===== config.mk =====
export PLATFORM = sky130hd
export DESIGN_NAME = button_debouncer
export DESIGN_NICKNAME = d
export VERILOG_FILES = /design/src/rtl/debounce_pkg.sv /design/src/rtl/button_debouncer.sv
export SDC_FILE = /design/constraint.sdc
export NUM_CORES = 1
export LEC_CHECK = 0
export ABC_AREA = 1
export CAP_MARGIN = 20
export CORE_UTILIZATION = 55
export CTS_CLUSTER_DIAMETER = 200
export CTS_CLUSTER_SIZE = 10
export DETAILED_ROUTE_END_ITERATION = 8
export GPL_ROUTABILITY_DRIVEN = 0
export GPL_TIMING_DRIVEN = 0
export PLACE_DENSITY = 0.87
export SYNTH_ARGS = -nofsm -noshare
export SYNTH_HDL_FRONTEND = slang
export SYNTH_SLANG_ARGS = --single-unit

===== constraint.sdc =====
create_clock -name clk -period 1.87 [get_ports clk]
set_input_delay 0.187 -clock clk [delete_from_list [all_inputs] [get_ports clk]]
set_output_delay 0.187 -clock clk [all_outputs]
set_load 0.02 [all_outputs]

===== src/rtl/debounce_pkg.sv =====
// Shared types for the button debouncer: debounce FSM states and repeat phases.
package debounce_pkg;

  typedef enum logic [1:0] {
    IDLE,
    WAIT_HIGH,
    PRESSED,
    WAIT_LOW
  } db_state_t;

  typedef enum logic {
    FIRST,
    RATE
  } rpt_phase_t;

  function automatic int max2(input int a, input int b);
    return (a > b) ? a : b;
  endfunction

endpackage


===== src/rtl/button_debouncer.sv =====
// Debounces one clk-synchronous button level into a stable level plus registered
// press/release strobes and an optional hold-to-repeat strobe.
module button_debouncer
  import debounce_pkg::*;
#(
  parameter int DEBOUNCE_CYCLES     = 1_000_000,
  parameter bit REPEAT_EN           = 1'b0,
  parameter int REPEAT_DELAY_CYCLES = 50_000_000,
  parameter int REPEAT_RATE_CYCLES  = 10_000_000
) (
  input  logic      clk,
  input  logic      rst,
  input  logic      in,
  output logic      debounced,
  output logic      press_pulse,
  output logic      release_pulse,
  output logic      repeat_pulse,
  output db_state_t dbg_state
);

  localparam int CNT_W = $clog2(DEBOUNCE_CYCLES + 1);
  localparam logic [CNT_W-1:0] CNT_LAST = CNT_W'(DEBOUNCE_CYCLES - 1);
  localparam logic [CNT_W-1:0] CNT_ONE  = CNT_W'(1);
  localparam logic [CNT_W-1:0] CNT_MAX  = CNT_W'(DEBOUNCE_CYCLES);

  db_state_t        state, state_d;
  logic [CNT_W-1:0] cnt, cnt_d;
  logic             deb_d, press_d, release_d;

  // Valid/ready does not apply here: in is a level, outputs are one-cycle strobes.
  always_ff @(posedge clk) begin
    if (rst) begin
      state         <= IDLE;
      cnt           <= '0;
      debounced     <= 1'b0;
      press_pulse   <= 1'b0;
      release_pulse <= 1'b0;
    end else begin
      state         <= state_d;
      cnt           <= cnt_d;
      debounced     <= deb_d;
      press_pulse   <= press_d;
      release_pulse <= release_d;
    end
  end

  always_comb begin
    state_d   = state;
    cnt_d     = cnt;
    press_d   = 1'b0;
    release_d = 1'b0;
    case (state)
      IDLE: begin
        if (in) begin
          state_d = WAIT_HIGH;
          cnt_d   = CNT_ONE;
        end else begin
          cnt_d = '0;
        end
      end
      WAIT_HIGH: begin
        if (!in) begin
          state_d = IDLE;
          cnt_d   = '0;
        end else if (cnt == CNT_LAST) begin
          state_d = PRESSED;
          cnt_d   = '0;
          press_d = 1'b1;
        end else if (cnt != CNT_MAX) begin
          cnt_d = cnt + CNT_ONE;
        end
      end
      PRESSED: begin
        if (!in) begin
          state_d = WAIT_LOW;
          cnt_d   = CNT_ONE;
        end else begin
          cnt_d = '0;
        end
      end
      WAIT_LOW: begin
        // A high sample here is a bounce: return to PRESSED silently.
        if (in) begin
          state_d = PRESSED;
          cnt_d   = '0;
        end else if (cnt == CNT_LAST) begin
          state_d   = IDLE;
          cnt_d     = '0;
          release_d = 1'b1;
        end else if (cnt != CNT_MAX) begin
          cnt_d = cnt + CNT_ONE;
        end
      end
      default: begin
        state_d = IDLE;
        cnt_d   = '0;
      end
    endcase
    deb_d = (state_d == PRESSED) || (state_d == WAIT_LOW);
  end

  assign dbg_state = state;

  generate
    if (REPEAT_EN) begin : g_repeat
      localparam int RCNT_MAX = max2(REPEAT_DELAY_CYCLES, REPEAT_RATE_CYCLES);
      localparam int RCNT_W   = $clog2(RCNT_MAX + 1);
      localparam logic [RCNT_W:0] DELAY_T = (RCNT_W + 1)'(REPEAT_DELAY_CYCLES);
      localparam logic [RCNT_W:0] RATE_T  = (RCNT_W + 1)'(REPEAT_RATE_CYCLES);

      logic [RCNT_W-1:0] rcnt, rcnt_d;
      logic [RCNT_W:0]   rcnt_inc, target;
      rpt_phase_t        phase, phase_d;
      logic              rpt_d;

      always_ff @(posedge clk) begin
        if (rst) begin
          rcnt         <= '0;
          phase        <= FIRST;
          repeat_pulse <= 1'b0;
        end else begin
          rcnt         <= rcnt_d;
          phase        <= phase_d;
          repeat_pulse <= rpt_d;
        end
      end

      always_comb begin
        rcnt_d   = rcnt;
        phase_d  = phase;
        rpt_d    = 1'b0;
        rcnt_inc = {1'b0, rcnt} + {{RCNT_W{1'b0}}, 1'b1};
        target   = (phase == FIRST) ? DELAY_T : RATE_T;
        if (press_d) begin
          rcnt_d  = '0;
          phase_d = FIRST;
        end else if (state == PRESSED) begin
          if (rcnt_inc >= target) begin
            // If the same edge leaves PRESSED, hold so the strobe fires on return.
            if (state_d == PRESSED) begin
              rpt_d   = 1'b1;
              rcnt_d  = '0;
              phase_d = RATE;
            end
          end else begin
            rcnt_d = rcnt_inc[RCNT_W-1:0];
          end
        end
      end
    end else begin : g_no_repeat
      assign repeat_pulse = 1'b0;
    end
  endgenerate

endmodule


==> flow_summary.yaml <==
synth:
  syn_area_um2: 1390
  async_flop_share_pct: 0
  synthCells: 196
  synth_area_per_cell_um2: 7.08
  yosysSeqAreaShare_pct: 34.6
  synthAdderAreaFrac_pct: 1.80
  synthSimpleGateAreaFrac_pct: 41.5
  ys_ff_latch: 24
  synth_edf_count: 0
  synth_mux_area_share_pct: 0
  ys.flop_type: "dfxtp_1"
  synth_xor_area_share_pct: 3.16
  synth_top_family_by_area: "simple AND/OR/NAND/NOR gates"
  synth_cell_types: 28
  yosysWarningCount: 0
  synth_compound_area_share_pct: 7.57
  synthesis.nets: 201
worst_setup_path:
  critPathLaunch: "debounced$_SDFF_PP0_"
  path_max_fanout: 5
  max_stage_delay_ps: 580
  rr_endpoint: "cnt[14]$_SDFF_PP0_"
  crit_slowest_cell: "clkdlybuf4s50_1"
  crit_path_start_kind: "register"
  cp_top_family: "buffers and inverters"
  crit_required_ps: 1680
  crit_end: "dbg_state[1]"
  rr_worst_depth: 8
  cp.depth: 2
  path_cells: "buf_4 -> clkdlybuf4s50_1"
  endpoint_kind: "output pin"
  path_class: "register to output pin"
  worstReg2RegStart: "cnt[1]$_SDFF_PP0_"
  cp.arrival_ps: 1460
  path_buf_inv: 2
  rrSetupSlack_ps: 280
timing:
  hold_viol: 0
  rsz0062_at_grt: "false"
  drv_slew: 0
  timing.final.ws_setup_ps: 221
  max_freq_mhz: 606
  period_share_pct: 88.2
  skew_ps: 3.53
  tns_ps: 0
  setup_violations: 0
  period_needed_ps: 1650
clock_network:
  root_buffer: "clkbuf_4"
  tritoncts: "built"
  clockBufferDepth: 2
  cts_buffers: 3
  postCtsResizedCells: 0
  hold_buffers: 0
  htreeDepth: 1
  post_cts_buffers: 0
  clk_pin_slew_worst_paths_ps: 120
  cts.sinks: 24
  clkLatencyLatePin_ps: 310
global_routing:
  grt_max_degree: 14
  first_global_vias: 1150
  antenna_found_initial: 0
  overflow: 0
  grtUsageTotal_pct: 23.6
  grt_pass1_wl_um: 4650
route:
  vias: 1220
  vias_per_cell: 5.19
  drtAntennaViolNets: 0
  route.detailed.drc: 0
  drt-initial-drc-count: 49
  dr.pass1.iters: 4
  detail_route.wl_per_cell_um: 11.3
  routed_wirelength_um: 2660
worst_hold_path:
  whs_path_depth: 2
  holdCritStartpoint: "cnt[17]$_SDFF_PP0_"
  hold_class: "register to register"
placed_design:
  placed_cell_area_um2: 1490
  io_buffers: 7
  post-place-ws_ps: 129
  post-dp-hpwl_um: 2080
die:
  die_w_um: 52.2
  io_pins: 9
  die_y_um: 52.2
  start_util_pct: 60.4
  die_area_um2: 2730
  placeableCoreArea_um2: 2300
  rows: 17
finish:
  nets: 213
  final_area_um2: 1530
  finalCoreUtilization_pct: 66.6
  num_antenna_cells: 0
  syn2layout_area_growth_pct: 10.2
  drive_above_1_share_pct: 17.9
outcome:
  status: "completed"
power:
  p_leak_nw: 0.569
  ir_drop_v: 0.000461
  powerDensity_nw_per_um2: 536
run:
  max-cap-violations: 0
-- final cells by class --
class / count / area (µm²)
flip-flops and latches: 24 / 480
well taps: 28 / 35.0
inverters: 31 / 119
fillers: 195 / 768
clock buffers: 4 / 36.3
plain buffers: 3 / 35.0
repair buffers: 7 / 70.1
multi-input cells: 138 / 753
-- worst min path at each step --
stage / endpoint / slack [ps]
floorplan: press_pulse$_SDFF_PP0_ / 350
detailed placement: cnt[17]$_SDFF_PP0_ / 470
global placement: cnt[17]$_SDFF_PP0_ / 470
global route: cnt[19]$_SDFF_PP0_ / 520
CTS: cnt[17]$_SDFF_PP0_ / 490
finish: cnt[17]$_SDFF_PP0_ / 500
-- stage by stage --
stage	cells	total power [mW]	hold slack [ps]
after global routing	235	0.866	522
final	235	0.820	495
after floorplan	196	0.552	353
after CTS	235	0.834	493
after detailed placement	231	0.563	475
after global placement	231	0.562	469
-- worst register-to-register path, cell delays in order, from the launching register on --
cell and delay, ps:
dfxtp_1 390, ha_1 200, nand2_2 100, nor2_4 130, nand2_1 150, nor2_4 180
nand2_1 80, xor2_1 230, nor2_4 40
-- cells in the mapped netlist, types with 2 or more instances --
| library cell | count | area, µm² |
|---|---|---|
| inv_2 | 4 | 15.0 |
| nand2_1 | 47 | 176 |
| inv_1 | 26 | 97.6 |
| nand2_2 | 4 | 25.0 |
| nor2_8 | 2 | 40.0 |
| nor3_1 | 4 | 20.0 |
| nor2_4 | 6 | 67.6 |
| nor2_2 | 4 | 25.0 |
| nand4_1 | 5 | 31.3 |
| ha_1 | 2 | 25.0 |
| nor2_1 | 26 | 97.6 |
| o21ai_1 | 3 | 15.0 |
| a21oi_1 | 5 | 25.0 |
| buf_4 | 2 | 15.0 |
| nand3_1 | 12 | 60.1 |
| a21oi_2 | 6 | 52.6 |
| xor2_1 | 4 | 35.0 |
| dfxtp_1 | 24 | 480 |
-- placed cells by master, fill, tap and decap left out, types with 2 or more instances in the layout --
cell type | synthesis | layout
nor2_4 | 6 | 6
nand2_2 | 4 | 4
nor2_2 | 4 | 4
clkbuf_4 | 0 | 3
o21ai_1 | 3 | 3
nand3_1 | 12 | 12
inv_2 | 4 | 4
nor2_8 | 2 | 2
buf_4 | 2 | 2
nand2_1 | 47 | 47
inv_1 | 26 | 26
a21oi_1 | 5 | 5
a21oi_2 | 6 | 6
dfxtp_1 | 24 | 24
nor3_1 | 4 | 4
nor2_1 | 26 | 26
clkdlybuf4s50_1 | 0 | 7
xor2_1 | 4 | 4
ha_1 | 2 | 2
nand4_1 | 5 | 5
-- state kept, by name, indices dropped and copies added, names as in the netlist --
name / cells
cnt: 20
release_pulse: 1
debounced: 1
press_pulse: 1
dbg_state: 1
-- power by group --
part	internal, mW	switching, mW	leakage (nW)
Combinational	0.0151	0.0192	0.354
Sequential	0.514	0.00347	0.194
Clock	0.119	0.149	0.0210
-- cells by family (layout without fill, tap and decap cells) --
logic type / after synthesis / in the layout
xor gates and xnor gates: 5 / 5
DFF: 24 / 24
adders and majority gates: 2 / 2
AOI/OAI and AO/OA: 16 / 16
and+or+nand+nor: 114 / 114
buffers and inverters: 34 / 45
other: 1 / 1
-- routing by layer --
layer	vias up	track usage [%]	share of wire, %
met5	-	0	0
met4	0	9.21	2.6
met3	11	6.67	5.1
met2	35	41.2	49
met1	547	27.0	43
li1	627	-	-
No activity file was read; power rests on OpenSTA's default activity.
